## src/rtl/cla64_mp_arb.sv

```systemverilog
// Round-robin (per job) scheduler for one shared combinational 64-bit CLA adder.
// Streams multi-precision add/sub limbs, chains the carry and returns results through a 2-stage pipe.
module cla64_mp_arb #(
   parameter int LIDX_W = 4
) (
   input  logic              clk,
   input  logic              rst_n,
   input  logic [1:0]        req_valid,
   output logic [1:0]        req_ready,
   input  logic [127:0]      req_a,
   input  logic [127:0]      req_b,
   input  logic [1:0]        req_sub,
   input  logic [1:0]        req_last,
   output logic [63:0]       add_a,
   output logic [63:0]       add_b,
   output logic              add_cin,
   input  logic [63:0]       add_sum,
   input  logic              add_cout,
   output logic              rsp_valid,
   input  logic              rsp_ready,
   output logic [63:0]       rsp_sum,
   output logic              rsp_cout,
   output logic              rsp_last,
   output logic              rsp_id,
   output logic [LIDX_W-1:0] rsp_idx
);

   typedef enum logic {UNLOCKED, LOCKED} arb_state_t;

   arb_state_t        state_q, state_d;
   logic              owner_q, owner_d;
   logic              last_owner_q, last_owner_d;
   logic              sub_job_q;
   logic              carry_q;
   logic              grant;
   logic              s1_load, s2_load, accept;
   logic              sub_in;
   logic [63:0]       sel_a, sel_b;
   logic [LIDX_W-1:0] idx_in;

   logic              op_valid, op_first, op_sub, op_last, op_id;
   logic [LIDX_W-1:0] op_idx;

   assign s2_load   = op_valid && (!rsp_valid || rsp_ready);
   assign s1_load   = !op_valid || s2_load;
   assign req_ready = s1_load ? (grant ? 2'b10 : 2'b01) : 2'b00;
   assign accept    = s1_load && req_valid[grant];
   assign sel_a     = grant ? req_a[127:64] : req_a[63:0];
   assign sel_b     = grant ? req_b[127:64] : req_b[63:0];
   assign sub_in    = (state_q == UNLOCKED) ? req_sub[grant] : sub_job_q;
   // op_idx keeps the previous limb's index after S1 drains, so it is the base for the next limb
   assign idx_in    = (state_q == UNLOCKED) ? '0 : op_idx + 1'b1;
   assign add_cin   = op_first ? op_sub : carry_q;

   always_comb begin
      grant        = !last_owner_q;
      state_d      = state_q;
      owner_d      = owner_q;
      last_owner_d = last_owner_q;
      if (state_q == LOCKED) begin
         grant = owner_q;
      end else begin
         case (req_valid)
            2'b01:   grant = 1'b0;
            2'b10:   grant = 1'b1;
            default: grant = !last_owner_q;
         endcase
      end
      if (accept) begin
         if (state_q == UNLOCKED) begin
            if (req_last[grant]) begin
               last_owner_d = grant;
            end else begin
               state_d = LOCKED;
               owner_d = grant;
            end
         end else if (req_last[grant]) begin
            state_d      = UNLOCKED;
            last_owner_d = owner_q;
         end
      end
   end

   always_ff @(posedge clk or negedge rst_n) begin
      if (!rst_n) begin
         state_q      <= UNLOCKED;
         owner_q      <= 1'b0;
         last_owner_q <= 1'b1;
         sub_job_q    <= 1'b0;
      end else begin
         state_q      <= state_d;
         owner_q      <= owner_d;
         last_owner_q <= last_owner_d;
         if (accept && state_q == UNLOCKED)
            sub_job_q <= req_sub[grant];
      end
   end

   always_ff @(posedge clk or negedge rst_n) begin
      if (!rst_n) begin
         op_valid <= 1'b0;
         add_a    <= '0;
         add_b    <= '0;
         op_first <= 1'b0;
         op_sub   <= 1'b0;
         op_last  <= 1'b0;
         op_id    <= 1'b0;
         op_idx   <= '0;
      end else if (accept) begin
         op_valid <= 1'b1;
         add_a    <= sel_a;
         add_b    <= sub_in ? ~sel_b : sel_b;
         op_first <= (state_q == UNLOCKED);
         op_sub   <= sub_in;
         op_last  <= req_last[grant];
         op_id    <= grant;
         op_idx   <= idx_in;
      end else if (s1_load) begin
         op_valid <= 1'b0;
      end
   end

   // carry_q only advances when a limb moves into S2, so the successor always sees its predecessor's carry
   always_ff @(posedge clk or negedge rst_n) begin
      if (!rst_n) begin
         rsp_valid <= 1'b0;
         rsp_sum   <= '0;
         rsp_cout  <= 1'b0;
         rsp_last  <= 1'b0;
         rsp_id    <= 1'b0;
         rsp_idx   <= '0;
         carry_q   <= 1'b0;
      end else if (s2_load) begin
         rsp_valid <= 1'b1;
         rsp_sum   <= add_sum;
         rsp_cout  <= add_cout;
         rsp_last  <= op_last;
         rsp_id    <= op_id;
         rsp_idx   <= op_idx;
         carry_q   <= add_cout;
      end else if (rsp_ready) begin
         rsp_valid <= 1'b0;
      end
   end

endmodule

```

## config.mk

```make
export PLATFORM = sky130hd
export DESIGN_NAME = cla64_mp_arb
export DESIGN_NICKNAME = d
export VERILOG_FILES = /design/src/rtl/cla64_mp_arb.sv
export SDC_FILE = /design/constraint.sdc
export NUM_CORES = 1
export LEC_CHECK = 0
export BUFFER_PORTS_ARGS = -buffer_cell sky130_fd_sc_hd__buf_2
export CAP_MARGIN = 0
export CORE_AREA = 4 4 203 205
export DETAILED_ROUTE_END_ITERATION = 16
export DIE_AREA = 0 0 207 209
export PLACE_DENSITY_LB_ADDON = 0.1
export SYNTH_ARGS = -nofsm -noshare
export SYNTH_HDL_FRONTEND = slang
export SYNTH_SLANG_ARGS = --single-unit
```

## constraint.sdc

```tcl
create_clock -name clk -period 5.2 [get_ports clk]
set_input_delay 1.3 -clock clk [delete_from_list [all_inputs] [get_ports clk]]
set_output_delay 1.3 -clock clk [all_outputs]
set_load 0.005 [all_outputs]
```

==> flow_metrics.env <==
export IMPL_yosys_warnings=0
export IMPL_hold_buffers=0
export IMPL_first_global_vias=9008
export IMPL_grt_pass1_wl_um=55280
export IMPL_cts_sinks=213
export IMPL_drive_above_1_share=0.4820
export IMPL_num_io_pins=533
export IMPL_multi_input_area_um2=4349
export IMPL_cp_required_ns=3.90
export IMPL_firstDrtPassIters=4
export IMPL_grt_overflow_total=0
export IMPL_syn_avg_cell_area_um2=11.51
export IMPL_cp_end_kind="primary output"
export IMPL_fmax_mhz=241.9
export IMPL_routed_wl_um=36350
export IMPL_critPathArrivalTime_ns=2.83
export IMPL_rsz0062_at_grt="no"
export IMPL_fin_crit_sh=0.7951
export IMPL_power_density_nw_per_um2=593.4
export IMPL_slowest_stage="o31ai_4"
export IMPL_worstPathCellList="buf_2, inv_1, ha_1, and2_1, o31ai_4, nor2_1, buf_2"
export IMPL_setup_viol=0
export IMPL_h_tree_depth=1
export IMPL_die_area_um2=43260
export IMPL_status="completed"
export IMPL_final_cells=1916
export IMPL_die_h_um=209
export IMPL_wl_per_cell_um=18.97
export IMPL_slew_viol_final=0
export IMPL_worst_pin_slew_ns=1.012
export IMPL_final_cell_mix="buf_2 (531), dfrtp_1 (212), o21ai_0 (139)"
export IMPL_postSynthCellCount=869
export IMPL_crit_fanout=10
export IMPL_synthesis_nets=1201
export IMPL_finClkSkew_ns=0.008948
export IMPL_fin_crit_ns=4.134
export IMPL_place_inst=1868
export IMPL_grt_util_all_layers=0.1592
export IMPL_worst_path_most_repeated_cell="buf_2"
export IMPL_io_buffers=532
export IMPL_synthesis_area_um2=10000
export IMPL_antenna_found_initial=2
export IMPL_grt_max_degree=139
export IMPL_vias=8545
export IMPL_route_detailed_drc=0
export IMPL_p_leak_nw=6.850
export IMPL_post_dp_hpwl_um=26760
export IMPL_std_cell_rows=73
export IMPL_ff_latch_area_um2=5331
export IMPL_vias_per_cell=4.460
export IMPL_clkTransAtPathRegs_ns=0.06
export IMPL_drt_initial_drc_count=393
export IMPL_path_class="in2out"
export IMPL_final_common_cell="buf_2"
export IMPL_cts_tree="built"
export IMPL_finalHoldViolCount=0
export IMPL_die_x_um=207
export IMPL_cap_violations=0
export IMPL_gp_congestion=0.7853
export IMPL_cts_buffers=27
export IMPL_finalNetCount=1704
export IMPL_ys_ff_latch=213
export IMPL_crit_buf_inv=3
export IMPL_fillCellCount=4169
export IMPL_clock_latency_ns=0.52
export IMPL_cts_resized_gates=0
export IMPL_worst_setup_path_start_kind="primary input"
export IMPL_drtAntennaViolNets=0
export IMPL_yosysUniqueCellTypes=31
export IMPL_hold_path_class="reg2reg"
export IMPL_max_stage_delay_ns=0.66
export IMPL_core_um2=39460
export IMPL_start_util=0.2535
export IMPL_ys_seq_area_frac=0.5331
export IMPL_relSlewSlack=0.3257
export IMPL_root_buffer="clkbuf_16"
export IMPL_vdd_drop_max_mv=0.3072
export IMPL_post_cts_setup_buffers=0
export IMPL_critPathTopFamily="compound AO/OA/AOI/OAI gates"
export IMPL_tns_ns=0
export IMPL_syn2layout_area_growth_pct=41.02
export IMPL_cts_buffer_depth=3
==> metal layers <==
metal / GRT usage / vias up / share of wire
li1: - / 4083 / -
met1: 0.1997 / 4083 / 0.41
met2: 0.2742 / 343 / 0.49
met3: 0.04774 / 34 / 0.084
met4: 0.03101 / 2 / 0.013
met5: 0 / - / 0.00033
==> metrics by stage <==
stage               hold WS (ns)  utilization  setup slack, ns  area [µm²]  power (mW)
floorplan                 0.4472            -            1.159       10000       5.005
CTS                       0.4824       0.3574            1.056       14100       8.577
detailed placement        0.4684       0.3361           0.8752       13260       6.729
global placement          0.4601       0.3361           0.8981       13260       6.687
global route              0.5146       0.3574           0.9604       14100       9.043
finish                    0.4775       0.3574            1.066       14100       8.369
==> power breakdown <==
group / internal, mW / switching (mW)
Sequential: 2.46 / 0.385
Combinational: 1.73 / 2.01
Clock: 1.08 / 0.709
==> registers in the layout (all words and copies together) (netlist names) <==
register / count
rsp_last: 1
rsp_valid: 1
state_q: 1
rsp_idx: 4
add_b: 64
op_sub: 1
op_last: 1
rsp_id: 1
op_first: 1
rsp_sum: 64
op_valid: 1
last_owner_q: 1
add_a: 64
op_idx: 4
owner_q: 1
op_id: 1
sub_job_q: 1
rsp_cout: 1
==> final timing paths <==
kind	cells after the start	from	slack, ns	end
max in group asynchronous	2	rst_n	3.44	rsp_sum[47]
hold / removal	2	rsp_last	0.48	rsp_last
setup reg to reg	5	state_q	2.08	add_a[25]
setup / recovery	7	req_valid[0]	1.07	req_ready[0]
hold reg to reg	2	rsp_last	0.48	rsp_last
min in group asynchronous	1	rst_n	0.74	rsp_sum[24]
==> cell families (layout without fill, tap and decap cells) <==
family / count (synthesis) / after routing / share of synthesized area
AO/OA/AOI/OAI: 280 / 280 / 0.1431
XOR/XNOR: 64 / 64 / 0.05605
adder cells (fa/ha/maj): 2 / 2 / 0.002502
buffers and inverters: 80 / 601 / 0.03816
flip-flops: 213 / 213 / 0.5331
multiplexers: 205 / 205 / 0.2143
other: 0 / 1 / 0
AND/OR/NAND/NOR: 25 / 25 / 0.01276
==> cell usage after synthesis <==
library cell	count	area [µm²]
mux2i_1	132	1321
o31ai_1	4	30.03
inv_1	4	15.01
ha_1	2	25.02
mux2_1	2	22.52
a2bb2oi_1	1	8.760
nor2_1	4	15.01
a21oi_1	1	5.000
buf_4	8	60.06
xor2_1	64	560.5
dfrtp_1	212	5305
buf_2	29	145.1
o211ai_1	1	7.510
and2_1	1	6.260
nand2b_1	3	18.77
o21a_1	1	7.510
o311ai_1	2	17.52
or2_1	1	6.260
dfstp_2	1	26.28
nand3b_1	2	15.01
clkbuf_1	37	138.9
nor2b_1	1	6.260
nor4_1	1	6.260
o41ai_1	1	8.760
nand3_1	3	15.01
o21ai_0	139	695.7
buf_6	2	22.52
mux2_2	71	799.5
or2_2	2	12.51
nand2_1	7	26.28
o21ai_1	130	650.6
==> worst reg2reg max path, stage by stage, from the launching register on <==
cell and delay [ns]:
dfrtp_1 0.64, o31ai_4 0.83, mux2i_4 0.38, or2_4 0.65, buf_4 0.37, o21ai_0 0.12
==> layout make-up <==
| class | instances | area share |
|---|---|---|
| flip-flops and latches | 213 | 0.3780 |
| well taps | 525 | 0.04658 |
| repair buffers | 550 | 0.2062 |
| clock buffers | 36 | 0.05172 |
| inverters | 4 | 0.001065 |
| multi-input cells | 576 | 0.3084 |
| diodes | 1 | 0.0001774 |
| clock inverters | 11 | 0.007896 |
No activity file was read; power rests on OpenSTA's default activity.
